### config.mk
export PLATFORM = sky130hd
export DESIGN_NAME = instruction_fetch_unit
export DESIGN_NICKNAME = d
export VERILOG_FILES = /design/src/rtl/instruction_fetch_unit_pkg.sv /design/src/rtl/instruction_fetch_unit_fetch_queue.sv /design/src/rtl/instruction_fetch_unit.sv
export SDC_FILE = /design/constraint.sdc
export NUM_CORES = 1
export LEC_CHECK = 0
export ABC_AREA = 1
export ABC_CLOCK_PERIOD_IN_PS = 10600
export BUFFER_PORTS_ARGS = -buffer_cell sky130_fd_sc_hd__buf_2
export CAP_MARGIN = 10
export CORE_MARGIN = 1
export CORE_UTILIZATION = 40
export DETAILED_ROUTE_END_ITERATION = 16
export PLACE_DENSITY = 0.66
export SLEW_MARGIN = 20
export SYNTH_ARGS = -nofsm -noshare
export SYNTH_HDL_FRONTEND = slang
export SYNTH_SLANG_ARGS = --single-unit
### constraint.sdc
create_clock -name clk -period 10.6 [get_ports clk]
set_input_delay 0.53 -clock clk [delete_from_list [all_inputs] [get_ports clk]]
set_output_delay 0.53 -clock clk [all_outputs]
set_load 0.01 [all_outputs]
### src/rtl/instruction_fetch_unit_pkg.sv
// Shared definitions for the instruction fetch unit: widths, PC step, reset PC
// and the layout of a prefetch queue entry.
package instruction_fetch_unit_pkg;

    localparam int          INSTR_WIDTH      = 32;
    localparam int          ADDR_WIDTH       = 32;
    localparam logic [31:0] PC_STEP          = 32'd4;
    localparam logic [31:0] DEFAULT_RESET_PC = 32'h0000_0000;
    localparam logic [31:0] NOP_INSTR        = 32'h0000_0000;
    localparam int          ENTRY_WIDTH      = ADDR_WIDTH + INSTR_WIDTH;

    // One prefetched word together with the PC it was fetched from
    typedef struct packed {
        logic [ADDR_WIDTH-1:0]  pc;
        logic [INSTR_WIDTH-1:0] instr;
    } fetch_entry_t;

endpackage

### src/rtl/instruction_fetch_unit_fetch_queue.sv
// Small synchronous FIFO holding {pc, instruction} pairs between fetch and decode.
// Flush empties the queue and overrides any push in the same cycle.
module fetch_queue
    import instruction_fetch_unit_pkg::*;
#(
    parameter int DEPTH = 2
) (
    input  logic                   clk,
    input  logic                   rst,
    input  logic                   flush,
    input  logic                   push,
    input  logic [ENTRY_WIDTH-1:0] push_data,
    input  logic                   pop,
    output logic [ENTRY_WIDTH-1:0] head_data,
    output logic                   head_valid,
    output logic                   full,
    output logic                   empty
);

    localparam int PTR_W = (DEPTH > 1) ? $clog2(DEPTH) : 1;
    localparam int CNT_W = $clog2(DEPTH + 1);

    logic [ENTRY_WIDTH-1:0] storage [DEPTH];
    logic [PTR_W-1:0]       rd_ptr;
    logic [PTR_W-1:0]       wr_ptr;
    logic [CNT_W-1:0]       count;

    assign full       = (count == CNT_W'(DEPTH));
    assign empty      = (count == '0);
    assign head_valid = ~empty;
    assign head_data  = storage[rd_ptr];

    // Pointer/occupancy bookkeeping; the pointers wrap naturally because DEPTH is a power of two
    always_ff @(posedge clk) begin
        if (rst || flush) begin
            rd_ptr <= '0;
            wr_ptr <= '0;
            count  <= '0;
        end else begin
            if (push) begin
                storage[wr_ptr] <= push_data;
                wr_ptr          <= wr_ptr + 1'b1;
            end
            if (pop) begin
                rd_ptr <= rd_ptr + 1'b1;
            end
            case ({push, pop})
                2'b10:   count <= count + 1'b1;
                2'b01:   count <= count - 1'b1;
                default: count <= count;
            endcase
        end
    end

endmodule

### src/rtl/instruction_fetch_unit.sv
// Instruction fetch unit: owns the PC, reads instruction memory combinationally,
// buffers fetched words in a prefetch queue and presents them to decode.
module instruction_fetch_unit
    import instruction_fetch_unit_pkg::*;
#(
    parameter logic [31:0] RESET_PC    = DEFAULT_RESET_PC,
    parameter int          QUEUE_DEPTH = 2
) (
    input  logic                   clk,
    input  logic                   rst,
    output logic [ADDR_WIDTH-1:0]  imem_address,
    input  logic [INSTR_WIDTH-1:0] imem_instruction,
    input  logic                   fetch_enable,
    input  logic                   redirect_valid,
    input  logic [ADDR_WIDTH-1:0]  redirect_pc,
    output logic                   if_valid,
    input  logic                   if_ready,
    output logic [INSTR_WIDTH-1:0] if_instruction,
    output logic [ADDR_WIDTH-1:0]  if_pc,
    output logic [31:0]            fetch_count
);

    logic [ADDR_WIDTH-1:0]  fetch_pc;
    logic                   pop;
    logic                   push;
    logic                   queue_full;
    logic                   queue_empty;
    logic                   queue_head_valid;
    logic [ENTRY_WIDTH-1:0] queue_head_data;
    fetch_entry_t           push_entry;
    fetch_entry_t           head_entry;

    assign imem_address = fetch_pc;
    assign pop          = queue_head_valid & if_ready;
    // A slot freed by this cycle's pop can be refilled in the same cycle; redirect suppresses fetch
    assign push         = fetch_enable & ~redirect_valid & (~queue_full | pop);

    assign push_entry.pc    = fetch_pc;
    assign push_entry.instr = imem_instruction;
    assign head_entry       = fetch_entry_t'(queue_head_data);

    assign if_valid       = queue_head_valid;
    assign if_pc          = queue_empty ? '0 : head_entry.pc;
    assign if_instruction = queue_empty ? NOP_INSTR : head_entry.instr;

    fetch_queue #(
        .DEPTH(QUEUE_DEPTH)
    ) u_fetch_queue (
        .clk        (clk),
        .rst        (rst),
        .flush      (redirect_valid),
        .push       (push),
        .push_data  (push_entry),
        .pop        (pop & ~redirect_valid),
        .head_data  (queue_head_data),
        .head_valid (queue_head_valid),
        .full       (queue_full),
        .empty      (queue_empty)
    );

    // PC and fetch counter: redirect wins, otherwise advance one word per push
    always_ff @(posedge clk) begin
        if (rst) begin
            fetch_pc    <= RESET_PC;
            fetch_count <= 32'd0;
        end else if (redirect_valid) begin
            fetch_pc <= {redirect_pc[ADDR_WIDTH-1:2], 2'b00};
        end else if (push) begin
            fetch_pc    <= fetch_pc + PC_STEP;
            fetch_count <= fetch_count + 32'd1;
        end
    end

endmodule

==> impl_metrics.py <==
metrics = {
    "clock_tree": {
        "insertion_delay_ns": 0.44,
        "cts_tree": "done",
        "ctsResizeCount": 0,
        "h-tree-depth": 4,
        "ctsHoldBuffers": 0,
        "cts_buffer_depth": 2,
        "postCtsSetupBuffers": 0,
        "clock_sinks": 191,
        "cts_buffers": 17,
        "root_buffer": "clkbuf_16",
        "cts.clk_slew.worst_paths_ns": 0.08,
    },
    "finish": {
        "area_growth_pct": 20.22,
        "drive_gt1_share_pct": 22.17,
        "diodes": 0,
        "final_common_cell": "nand2_1",
        "mostFrequentLayoutCells": "nand2_1 (343), buf_2 (191), edfxtp_1 (124), a21oi_1 (104), nor2_1 (99)",
        "finalNetCount": 1277,
    },
    "power": {
        "ir_drop_uv": 101.6,
        "power.density_nw_per_um2": 149.0,
        "leakage_nw": 4.260,
    },
    "die": {
        "dieArea_um2": 22670,
        "num_rows": 53,
        "core_um2": 21350,
        "fp.dieW_um": 150.6,
        "pin_count": 198,
        "die_y_um": 150.6,
        "initial_core_util_pct": 41.35,
    },
    "drt": {
        "drc": 0,
        "wl_mm": 22.09,
        "firstDrtPassIters": 5,
        "routedWlPerCell_um": 14.80,
        "vias": 7309,
        "ant_nets": 0,
        "initialDrtViolationCount": 469,
        "vias_per_cell": 4.896,
    },
    "timing": {
        "whs_ns": 0.2723,
        "worstMarginPinSlew_ns": 0.9470,
        "hold_viol": 0,
        "fin_crit_ns": 3.339,
        "setup_viol": 0,
        "skew_ns": 0.01167,
        "max_freq_mhz": 299.5,
        "fin_setup_tns_ns": 0,
        "drv_slew": 0,
        "rsz0062_at_grt": "no",
        "min_period_over_period_pct": 31.50,
        "max_slew_margin_pct": 36.87,
    },
    "logic_synthesis": {
        "ys_seq_elements": 191,
        "ys_types": 36,
        "synth.avg_cell_area_um2": 8.580,
        "yosysWarnings": 0,
        "synth-seq-area-share_pct": 57.37,
        "synthCells": 1029,
        "synth_area_um2": 8828,
    },
    "placement": {
        "place_congestion": 0.8535,
        "dp_hpwl_mm": 14.88,
        "port_buffers": 191,
    },
    "critical_path": {
        "end_kind": "output pin",
        "critical_path_required_ns": 10.07,
        "crit_chain": "buf_4 > clkinv_2 > nand2_1 > a21oi_1 > buf_2",
        "slowest_delay_ns": 0.94,
        "cp-start-kind": "flop",
        "critPathKind": "reg -> out",
        "cp_top_family": "buffers and inverters",
        "slowest_stage": "clkinv_2",
        "cp_max_fo": 63,
        "worstPathArrival_ns": 2.81,
        "cp_num_buf_inv": 3,
    },
    "global_routing": {
        "grt_pass1_wl_mm": 33.94,
        "grt_max_degree": 64,
        "grt_pass1_vias": 6565,
        "antenna_found_initial": 1,
        "track_usage_pct": 19.58,
        "gr-total-overflow": 0,
    },
    "worst_hold_path": {
        "hp-class": "in -> reg",
    },
    "job": {
        "maxCapViolations": 0,
    },
    "status": {
        "status": "complete, no violations",
    },
}
cells in the mapped netlist:
library cell  number  share of area [%]
a21boi_0           1              0.085
a21oi_1          104                5.9
a21oi_2            1              0.099
a22oi_1            1              0.085
a31oi_1            8               0.57
and2_1             3               0.21
buf_1              1              0.042
buf_2              5               0.28
buf_4              6               0.51
buf_6              2               0.26
clkbuf_1          28                1.2
conb_1             1              0.042
dfxtp_1           67                 15
edfxtp_1         124                 42
ha_1               3               0.43
inv_1             83                3.5
inv_2              2              0.085
nand2_1          343                 15
nand2_2            7               0.50
nand3_1           46                2.6
nand3_2            6               0.68
nand4_1            7               0.50
nor2_1           100                4.3
nor2_2            10               0.71
nor2_4             8                1.0
nor2_8             1               0.23
nor3_1             5               0.28
nor3_2             1               0.11
nor3b_2            1               0.14
o21a_1             1              0.085
o21ai_0           37                2.1
o21bai_1           2               0.17
o221ai_1           2               0.20
or2_2              1              0.071
xnor2_1            2               0.20
xor2_1             9               0.89
worst reg2reg max path, delay by kind of cell, from the launching register on:
family / cells / cell delay (ns)
buf+inv: 2 / 0.77
simple gates: 3 / 0.64
flops: 1 / 0.41
stage by stage:
stage | power (mW) | worst slack (ns) | utilization, % | area [um^2] | instances
floorplan | 0.8991 | 4.656 | - | 8840 | 1032
global placement | 0.9429 | 7.823 | 46.81 | 9995 | 1461
CTS | 1.600 | 7.506 | 49.70 | 10610 | 1493
detailed placement | 0.9457 | 7.763 | 46.81 | 9995 | 1461
global route | 1.636 | 6.919 | 49.71 | 10610 | 1493
finish | 1.582 | 7.261 | 49.71 | 10610 | 1493
sequential cells by signal, summed over array words and instances (netlist names), named ones only:
signal,cells
u_fetch_queue.storage,124
fetch_count,32
u_fetch_queue.wr_ptr,1
imem_address,30
u_fetch_queue.rd_ptr,1
u_fetch_queue.count,2
cell type report:
cell class | count | area (um^2)
clock buffer | 17 | 425.4
clock inverter | 15 | 192.7
fill | 2080 | 10740
inverter | 85 | 320.3
multi-input combinational | 714 | 3272
sequential | 191 | 5066
tap | 275 | 344.1
timing repair buffer | 196 | 993.5
cells by family after synthesis:
kind of cell    synth area share, %
simple gates                  25.89
flops                         57.37
compound gates                9.283
buf+inv                       5.896
xor+xnor                      1.091
fa+ha+maj                    0.4252
other cells                 0.04248
worst paths after layout:
kind	from	to	cells past startpoint	slack [ns]
worst max register to register	u_fetch_queue.count[0]	u_fetch_queue.storage[0][40]	5	8.34
worst min-delay path	imem_instruction[7]	u_fetch_queue.storage[0][7]	1	0.27
worst min register to register	u_fetch_queue.rd_ptr	flop	2	0.47
worst max-delay path	flop	if_instruction[19]	5	7.26
power by group:
part           switching (mW)  internal, mW
combinational          0.0642        0.0354
clock                   0.329         0.326
sequential             0.0180         0.810
routing by layer:
layer  part of all wire (%)  vias up  track usage (%)
met4                    1.4        2            6.313
met1                     45     3355            25.51
met2                     47      208            31.94
li1                       -     3725                -
met5                  0.059        -                0
met3                    7.0       19            4.667
Note: power is estimated with default switching activity, not from simulation.
